File: src/rtl/control32_mc.sv
// control32_mc: multi-cycle control unit for the minisys datapath.
// Five-state IF/ID/EX/MEM/WB sequencer with I/O window, wait states and bus timeout.
module control32_mc #(
    parameter int                     ADDR_HIGH_W = 22,
    parameter logic [ADDR_HIGH_W-1:0] IO_HIGH     = {ADDR_HIGH_W{1'b1}},
    parameter int                     TIMEOUT     = 15
) (
    input  logic                   clock,
    input  logic                   reset_n,
    input  logic [5:0]             Opcode,
    input  logic [5:0]             Function_opcode,
    input  logic [ADDR_HIGH_W-1:0] Alu_resultHigh,
    input  logic                   Zero,
    input  logic                   Mem_ready,
    output logic                   IRWrite,
    output logic                   PCWrite,
    output logic [1:0]             PCSrc,
    output logic [1:0]             RegDST,
    output logic                   ALUSrc,
    output logic [1:0]             ALUOp,
    output logic                   Sftmd,
    output logic                   I_format,
    output logic                   MemRead,
    output logic                   MemWrite,
    output logic                   IORead,
    output logic                   IOWrite,
    output logic                   MemorIOtoReg,
    output logic                   RegWrite,
    output logic                   Bus_error,
    output logic                   Illegal,
    output logic [2:0]             State
);

    typedef enum logic [2:0] {
        S_IF  = 3'd0,
        S_ID  = 3'd1,
        S_EX  = 3'd2,
        S_MEM = 3'd3,
        S_WB  = 3'd4
    } state_t;

    // Last wait count before the access is abandoned.
    localparam logic [7:0] WAIT_LAST = 8'(TIMEOUT - 1);

    state_t     state_q;
    state_t     state_d;
    logic [7:0] wait_q;
    logic [7:0] wait_d;

    // Instruction class decode.
    logic r_fmt;
    logic jr_op;
    logic j_op;
    logic jal_op;
    logic beq_op;
    logic bne_op;
    logic lw_op;
    logic sw_op;
    logic i_fmt;
    logic legal;
    logic io_sel;

    // Unqualified control values; gated by reset_n on the way out.
    logic       ir_write;
    logic       pc_write;
    logic [1:0] pc_src;
    logic [1:0] reg_dst;
    logic       alu_src;
    logic [1:0] alu_op;
    logic       sftmd;
    logic       i_fmt_o;
    logic       mem_read;
    logic       mem_write;
    logic       io_read;
    logic       io_write;
    logic       mem_to_reg;
    logic       reg_write;
    logic       bus_err;
    logic       illegal;

    // Opcode/function decode and I/O window compare.
    always_comb begin
        r_fmt  = (Opcode == 6'b000000);
        jr_op  = r_fmt && (Function_opcode == 6'b001000);
        j_op   = (Opcode == 6'b000010);
        jal_op = (Opcode == 6'b000011);
        beq_op = (Opcode == 6'b000100);
        bne_op = (Opcode == 6'b000101);
        lw_op  = (Opcode == 6'b100011);
        sw_op  = (Opcode == 6'b101011);
        i_fmt  = (Opcode[5:3] == 3'b001);
        legal  = r_fmt | j_op | jal_op | beq_op | bne_op
               | lw_op | sw_op | i_fmt;
        io_sel = (Alu_resultHigh == IO_HIGH);
    end

    // State register and MEM wait counter.
    always_ff @(posedge clock or negedge reset_n) begin
        if (!reset_n) begin
            state_q <= S_IF;
            wait_q  <= 8'd0;
        end else begin
            state_q <= state_d;
            wait_q  <= wait_d;
        end
    end

    // Next-state and Moore control decode.
    always_comb begin
        state_d    = state_q;
        wait_d     = 8'd0;
        ir_write   = 1'b0;
        pc_write   = 1'b0;
        pc_src     = 2'd0;
        reg_dst    = 2'd0;
        alu_src    = 1'b0;
        alu_op     = 2'd0;
        sftmd      = 1'b0;
        i_fmt_o    = 1'b0;
        mem_read   = 1'b0;
        mem_write  = 1'b0;
        io_read    = 1'b0;
        io_write   = 1'b0;
        mem_to_reg = 1'b0;
        reg_write  = 1'b0;
        bus_err    = 1'b0;
        illegal    = 1'b0;
        unique case (state_q)
            S_IF: begin
                ir_write = 1'b1;
                pc_write = 1'b1;
                pc_src   = 2'd0;
                state_d  = S_ID;
            end
            S_ID: begin
                if (j_op) begin
                    pc_write = 1'b1;
                    pc_src   = 2'd2;
                    state_d  = S_IF;
                end else if (jal_op) begin
                    pc_write  = 1'b1;
                    pc_src    = 2'd2;
                    reg_write = 1'b1;
                    reg_dst   = 2'd2;
                    state_d   = S_IF;
                end else if (jr_op) begin
                    pc_write = 1'b1;
                    pc_src   = 2'd3;
                    state_d  = S_IF;
                end else if (!legal) begin
                    illegal = 1'b1;
                    state_d = S_IF;
                end else begin
                    state_d = S_EX;
                end
            end
            S_EX: begin
                alu_src = i_fmt | lw_op | sw_op;
                alu_op  = {r_fmt | i_fmt, beq_op | bne_op};
                sftmd   = r_fmt && (Function_opcode[5:3] == 3'b000);
                i_fmt_o = i_fmt;
                if (beq_op) begin
                    pc_write = Zero;
                    pc_src   = 2'd1;
                    state_d  = S_IF;
                end else if (bne_op) begin
                    pc_write = !Zero;
                    pc_src   = 2'd1;
                    state_d  = S_IF;
                end else if (lw_op || sw_op) begin
                    state_d = S_MEM;
                end else begin
                    state_d = S_WB;
                end
            end
            S_MEM: begin
                mem_read  = lw_op && !io_sel;
                io_read   = lw_op && io_sel;
                mem_write = sw_op && !io_sel;
                io_write  = sw_op && io_sel;
                if (Mem_ready) begin
                    wait_d  = 8'd0;
                    state_d = lw_op ? S_WB : S_IF;
                end else if (wait_q == WAIT_LAST) begin
                    bus_err = 1'b1;
                    wait_d  = 8'd0;
                    state_d = S_IF;
                end else begin
                    wait_d = wait_q + 8'd1;
                end
            end
            S_WB: begin
                reg_write  = 1'b1;
                reg_dst    = r_fmt ? 2'd1 : 2'd0;
                mem_to_reg = lw_op;
                state_d    = S_IF;
            end
            default: begin
                state_d = S_IF;
            end
        endcase
    end

    // Reset forces every strobe low immediately, including mid-access.
    always_comb begin
        IRWrite      = reset_n & ir_write;
        PCWrite      = reset_n & pc_write;
        PCSrc        = reset_n ? pc_src : 2'd0;
        RegDST       = reset_n ? reg_dst : 2'd0;
        ALUSrc       = reset_n & alu_src;
        ALUOp        = reset_n ? alu_op : 2'd0;
        Sftmd        = reset_n & sftmd;
        I_format     = reset_n & i_fmt_o;
        MemRead      = reset_n & mem_read;
        MemWrite     = reset_n & mem_write;
        IORead       = reset_n & io_read;
        IOWrite      = reset_n & io_write;
        MemorIOtoReg = reset_n & mem_to_reg;
        RegWrite     = reset_n & reg_write;
        Bus_error    = reset_n & bus_err;
        Illegal      = reset_n & illegal;
        State        = state_q;
    end

endmodule

File: config.mk
export PLATFORM = sky130hd
export DESIGN_NAME = control32_mc
export DESIGN_NICKNAME = d
export VERILOG_FILES = /design/src/rtl/control32_mc.sv
export SDC_FILE = /design/constraint.sdc
export NUM_CORES = 1
export LEC_CHECK = 0
export ABC_AREA = 0
export BUFFER_PORTS_ARGS = -buffer_cell sky130_fd_sc_hd__buf_2
export CAP_MARGIN = 10
export CORE_AREA = 2 2 49 51
export DETAILED_ROUTE_END_ITERATION = 8
export DIE_AREA = 0 0 51 53
export GPL_TIMING_DRIVEN = 0
export PLACE_DENSITY = 0.81
export SLEW_MARGIN = 30
export SYNTH_ARGS = -nofsm -noshare
export SYNTH_HDL_FRONTEND = slang
export SYNTH_SLANG_ARGS = --single-unit
File: constraint.sdc
create_clock -name clock -period 4.26 [get_ports clock]
set_clock_uncertainty 0.1 [all_clocks]
set_input_delay 0.426 -clock clock [delete_from_list [all_inputs] [get_ports clock]]
set_output_delay 0.426 -clock clock [all_outputs]
set_load 0.02 [all_outputs]
== Word-level counts from Yosys, hierarchy flattened ==
Index checks and enable logic that the tools add are counted.
Word-level totals
  output and inout bits: 22
  memories: 0
  register bits: 11
  bits in read-only memories: 0
  bits in writable memories: 0
  bits in latches: 0
Operators by class
  div/mod/pow operators: 0
  muxes and demuxes: 54
  $lt $le $gt $ge: 0
  equality and inequality tests: 15
  reductions and logical operators: 12
  add/subtract/negate cells: 1
  $mul: 0
  shift operators: 0
  bitwise gates (word level): 24
Operators by type and width (number)
  two-way mux 1 bit: 27
  two-way mux 2 bit: 13
  two-way mux 8 bit: 3
  equality test 22 bit, second input constant: 1
  two-way mux 3 bit: 6
  AND 1 bit: 13
  equality test 6 x 2 -> 1 bit, second input constant: 2
  equality test 6 x 3 -> 1 bit, second input constant: 2
  equality test 6 bit, second input constant: 2
  case mux 3 bit (4 select lines): 1
  OR 1 bit: 11
  adder 8 x 1 -> 8 bit, second input constant: 1
  equality test 8 x 4 -> 1 bit, second input constant: 1
  case mux 2 bit (2 select lines): 2
  equality test 3 x 1 -> 1 bit, second input constant: 2
  equality test 3 x 2 -> 1 bit, second input constant: 2
  equality test 6 x 4 -> 1 bit, second input constant: 1
  logical AND 1 bit: 6
  logical NOT 3 bit: 2
  logical NOT 6 bit: 1
  equality test 3 bit, second input constant: 1
  inequality test 3 bit, second input constant: 1
  case mux 1 bit (3 select lines): 1
  logical NOT 1 bit: 2
  2 further kinds: 2

== Depth between registers and ports, before layout ==
  depth after elaboration: 14
  depth in mapped cells: 6
  depth with buffers taken out: 5

== Worst setup path after synthesis ==
No wires, ideal clock.
  kind: input-to-output
  start point: in Opcode[0]
  end point: out Sftmd
  path slack: 2069 ps
  cell stages on the path: 4
  arrival time: 1665 ps
  buffers on the path: 1
  path through: buf_6 nor4_2 nand2_1 nor4b_1
On the way
  cells in the longest elaborated chain, start to end: 4
Ends and longest elaborated chain
  start, declared: RTL line 10  | input logic [5:0] Opcode,
  logical NOT 6 bit: RTL line 83  | r_fmt = (Opcode == 6'b000000);
  logical AND 1 bit: RTL line 160  | sftmd = r_fmt && (Function_opcode[5:3] == 3'b000);
  two-way mux 1 bit: RTL line 128  | unique case (state_q)
  AND 1 bit: RTL line 212  | Sftmd = reset_n & sftmd;
  end, declared: RTL line 21  | output logic Sftmd,
No other way between the ends.

== Worst setup path after layout ==
  start point: in reset_n
  end point: out Sftmd
On the way
  cells in the longest elaborated chain, start to end: 1
Ends and longest elaborated chain
  start, declared: RTL line 9  | input logic reset_n,
  AND 1 bit: RTL line 212
No other way between the ends.

==> impl_metrics.toml <==
[outcome]
status = "finished clean"

[timing]
min_period_ns = 2.79
finalCritPeriodShare_pct = 65.6
relSlewSlack_pct = 79.8
max_freq_mhz = 358
drv_slew = 0
whs_ns = 0.348
setup_viol = 0
rsz0062_at_grt = "false"
setup_tns_ns = 0
hold_viol = 0
worst_slew_pin_slew_ns = 0.299

[clock_network]
cts_buffers = 3
cts_tree = "built"
cts.clk_slew.worst_paths_ns = 0.06
ctsResizeCount = 0
htreeDepth = 1
clock_latency_ns = 0.27
cts_buffer_depth = 2
clockRootBuffer = "clkbuf_4"
postCtsSetupRepairBufs = 0
cts.sinks = 11

[pwr]
leakagePower_nw = 0.674
powerDensity_nw_per_um2 = 271
irDropWorstVdd_mv = 0.269

[setup_path]
r2r_slack_ns = 2.59
worstPathRequired_ns = 3.73
cp_max_fo = 13
cp_num_buf_inv = 3
worst_path_max_delay_cell = "dlygate4sd3_1"
crit_type = "in -> out"
timing.rr.start = "wait_q[0]"
crit_path_end_kind = "output port"
crit_family = "buffers and inverters"
slowest_delay_ns = 0.52
cp-start-kind = "input pin"
r2r_cells = 6
cp.arrival_ns = 2.27
regToRegEndpoint = "wait_q[2]"
cp_cell_sequence = "dlygate4sd3_1 > buf_2 > nor2b_1 > nand3b_1 > nor4b_1 > buf_2"
path_common_cell = "buf_2"

[layout]
syn_to_final_growth_pct = 39.3
drive_gt1_share_pct = 44.0
fin_util_pct = 58.8
antennaDiodeCount = 0
fin_area_um2 = 1260
final_common_cell = "buf_2"
nets = 207
nFillCells = 198
layout_common_cells = "buf_2, nor2_1, dfrtp_1, nand4_1"

[route]
finalWirelength_um = 2340
first_iter_violations = 18
via_per_inst = 5.18
post-route-drc-count = 0
vias = 1005
wl_per_cell_um = 12.1
firstDrtPassIters = 4
drtAntennaViolNets = 0

[place]
place_congestion = 0.752
dpl_cell_area_um2 = 1230
dpl.hpwl_um = 1950
port_buffers = 57

[synthesis]
ys_seq_elements = 11
netlist_instances = 104
synth.distinct_cells = 41
ys.flop_type = "dfrtp_1"
synth_area_um2 = 907
synth_edf_count = 0
yosysSeqAreaShare_pct = 30.3
ys_warn_count = 0
syn_nets = 144
avgSynthCellArea_um2 = 8.72
async_flop_share_pct = 100

[floorplanning]
dieArea_um2 = 2700
num_rows = 17
die_w_um = 51
start_util_pct = 42.2
pin_count = 60
core-area_um2 = 2150
die_h_um = 53

[hold_path]
holdPathEnd = "State[2]"
min-delay-start = "Mem_ready"
min_path_cells = 3
hold_path_class = "in -> reg"

[grt]
grt_max_degree = 14
antenna_found_initial = 0
grt_use_met3_pct = 4.24
track_usage_pct = 18.6
top_usage_layer = "met2"
grt_pass1_vias = 965
grt_first_pass_wirelength_um = 3810
grt-ovfl-total = 0
grtUsageMet1_pct = 18.0
grt_use_met2_pct = 37.2

[job]
maxCapViolCount = 0
==> cells in the mapped netlist (all sizes together), types with 3 or more instances <==
cell type	n	share of area, %
and3	3	2.1
dfrtp	11	30
and2	3	2.3
nand3	5	2.8
nor3	3	1.7
buf	3	2.9
nand3b	4	3.3
nand2	7	3.2
inv	3	1.2
xor2	6	5.8
nand4	7	4.8
nor2	17	7.0
nor4	4	3.4
a21oi	3	1.7
==> layout make-up <==
type | count | area [µm²] | area share, %
plain buffers | 3 | 26.3 | 2.08
repair buffers | 58 | 295 | 23.4
well taps | 28 | 35.0 | 2.77
inverters | 3 | 11.3 | 0.891
clock buffers | 4 | 26.3 | 2.08
flip-flops and latches | 11 | 275 | 21.8
multi-input cells | 87 | 594 | 47.0
==> how the worst max path moves through the flow <==
| stage | end | depth (start not counted) | slack, ns | from |
|---|---|---|---|---|
| floorplan | Sftmd | 4 | 2.07 | Opcode[0] |
| global placement | PCWrite | 6 | 2.07 | reset_n |
| detailed placement | Sftmd | 5 | 1.99 | reset_n |
| CTS | Sftmd | 6 | 1.45 | reset_n |
| global route | Sftmd | 6 | 1.33 | reset_n |
| finish | Sftmd | 6 | 1.47 | reset_n |
==> per-stage QoR <==
| step | setup WS (ns) | cells | power, W |
|---|---|---|---|
| after floorplan | 2.07 | 104 | 0.000222 |
| after global placement | 2.07 | 189 | 0.000270 |
| after detailed placement | 1.99 | 189 | 0.000274 |
| after CTS | 1.45 | 194 | 0.000346 |
| after global routing | 1.33 | 194 | 0.000365 |
| final | 1.47 | 194 | 0.000342 |
==> routing by layer <==
layer | vias up | share of wire, %
li1 | 508 | -
met3 | 2 | 5.8
met2 | 33 | 53
met4 | 0 | 0.85
met5 | - | 0
met1 | 462 | 40
==> cells by family (layout without fill, tap and decap cells) <==
logic type,after synthesis,after routing,share of synthesized area [%]
AO/OA/AOI/OAI,11,11,9.93
XOR/XNOR,7,7,6.76
adder cells (fa/ha/maj),2,2,2.76
buffers and inverters,6,68,4.14
flip-flops,11,11,30.3
multiplexers,1,1,1.10
AND/OR/NAND/NOR,66,66,45.0
==> repair_timing <==
action	4_1_cts	5_1_grt
endpoints found under the setup margin	0	0
endpoints found under the hold margin	11	0
hold buffers	1	0
==> tightest hold or removal path: cells and delay by family <==
family	cells	cell delay (ns)
multiplexers	1	0.06
buffers and inverters	1	0.11
AND/OR/NAND/NOR	1	0.07
==> report_power, final <==
part | leakage, nW | internal, W | total [W] | switching, W
registers | 0.151 | 0.000114 | 0.000133 | 0.0000188
logic | 0.508 | 0.0000642 | 0.000140 | 0.0000753
clock network | 0.0150 | 0.0000363 | 0.0000700 | 0.0000337
total | 0.674 | 0.000215 | 0.000342 | 0.000128
==> sequential cells by signal (all words and copies together) (netlist names) <==
signal and flops:
wait_q 8, State 3
(Power assumes the default switching activity.)
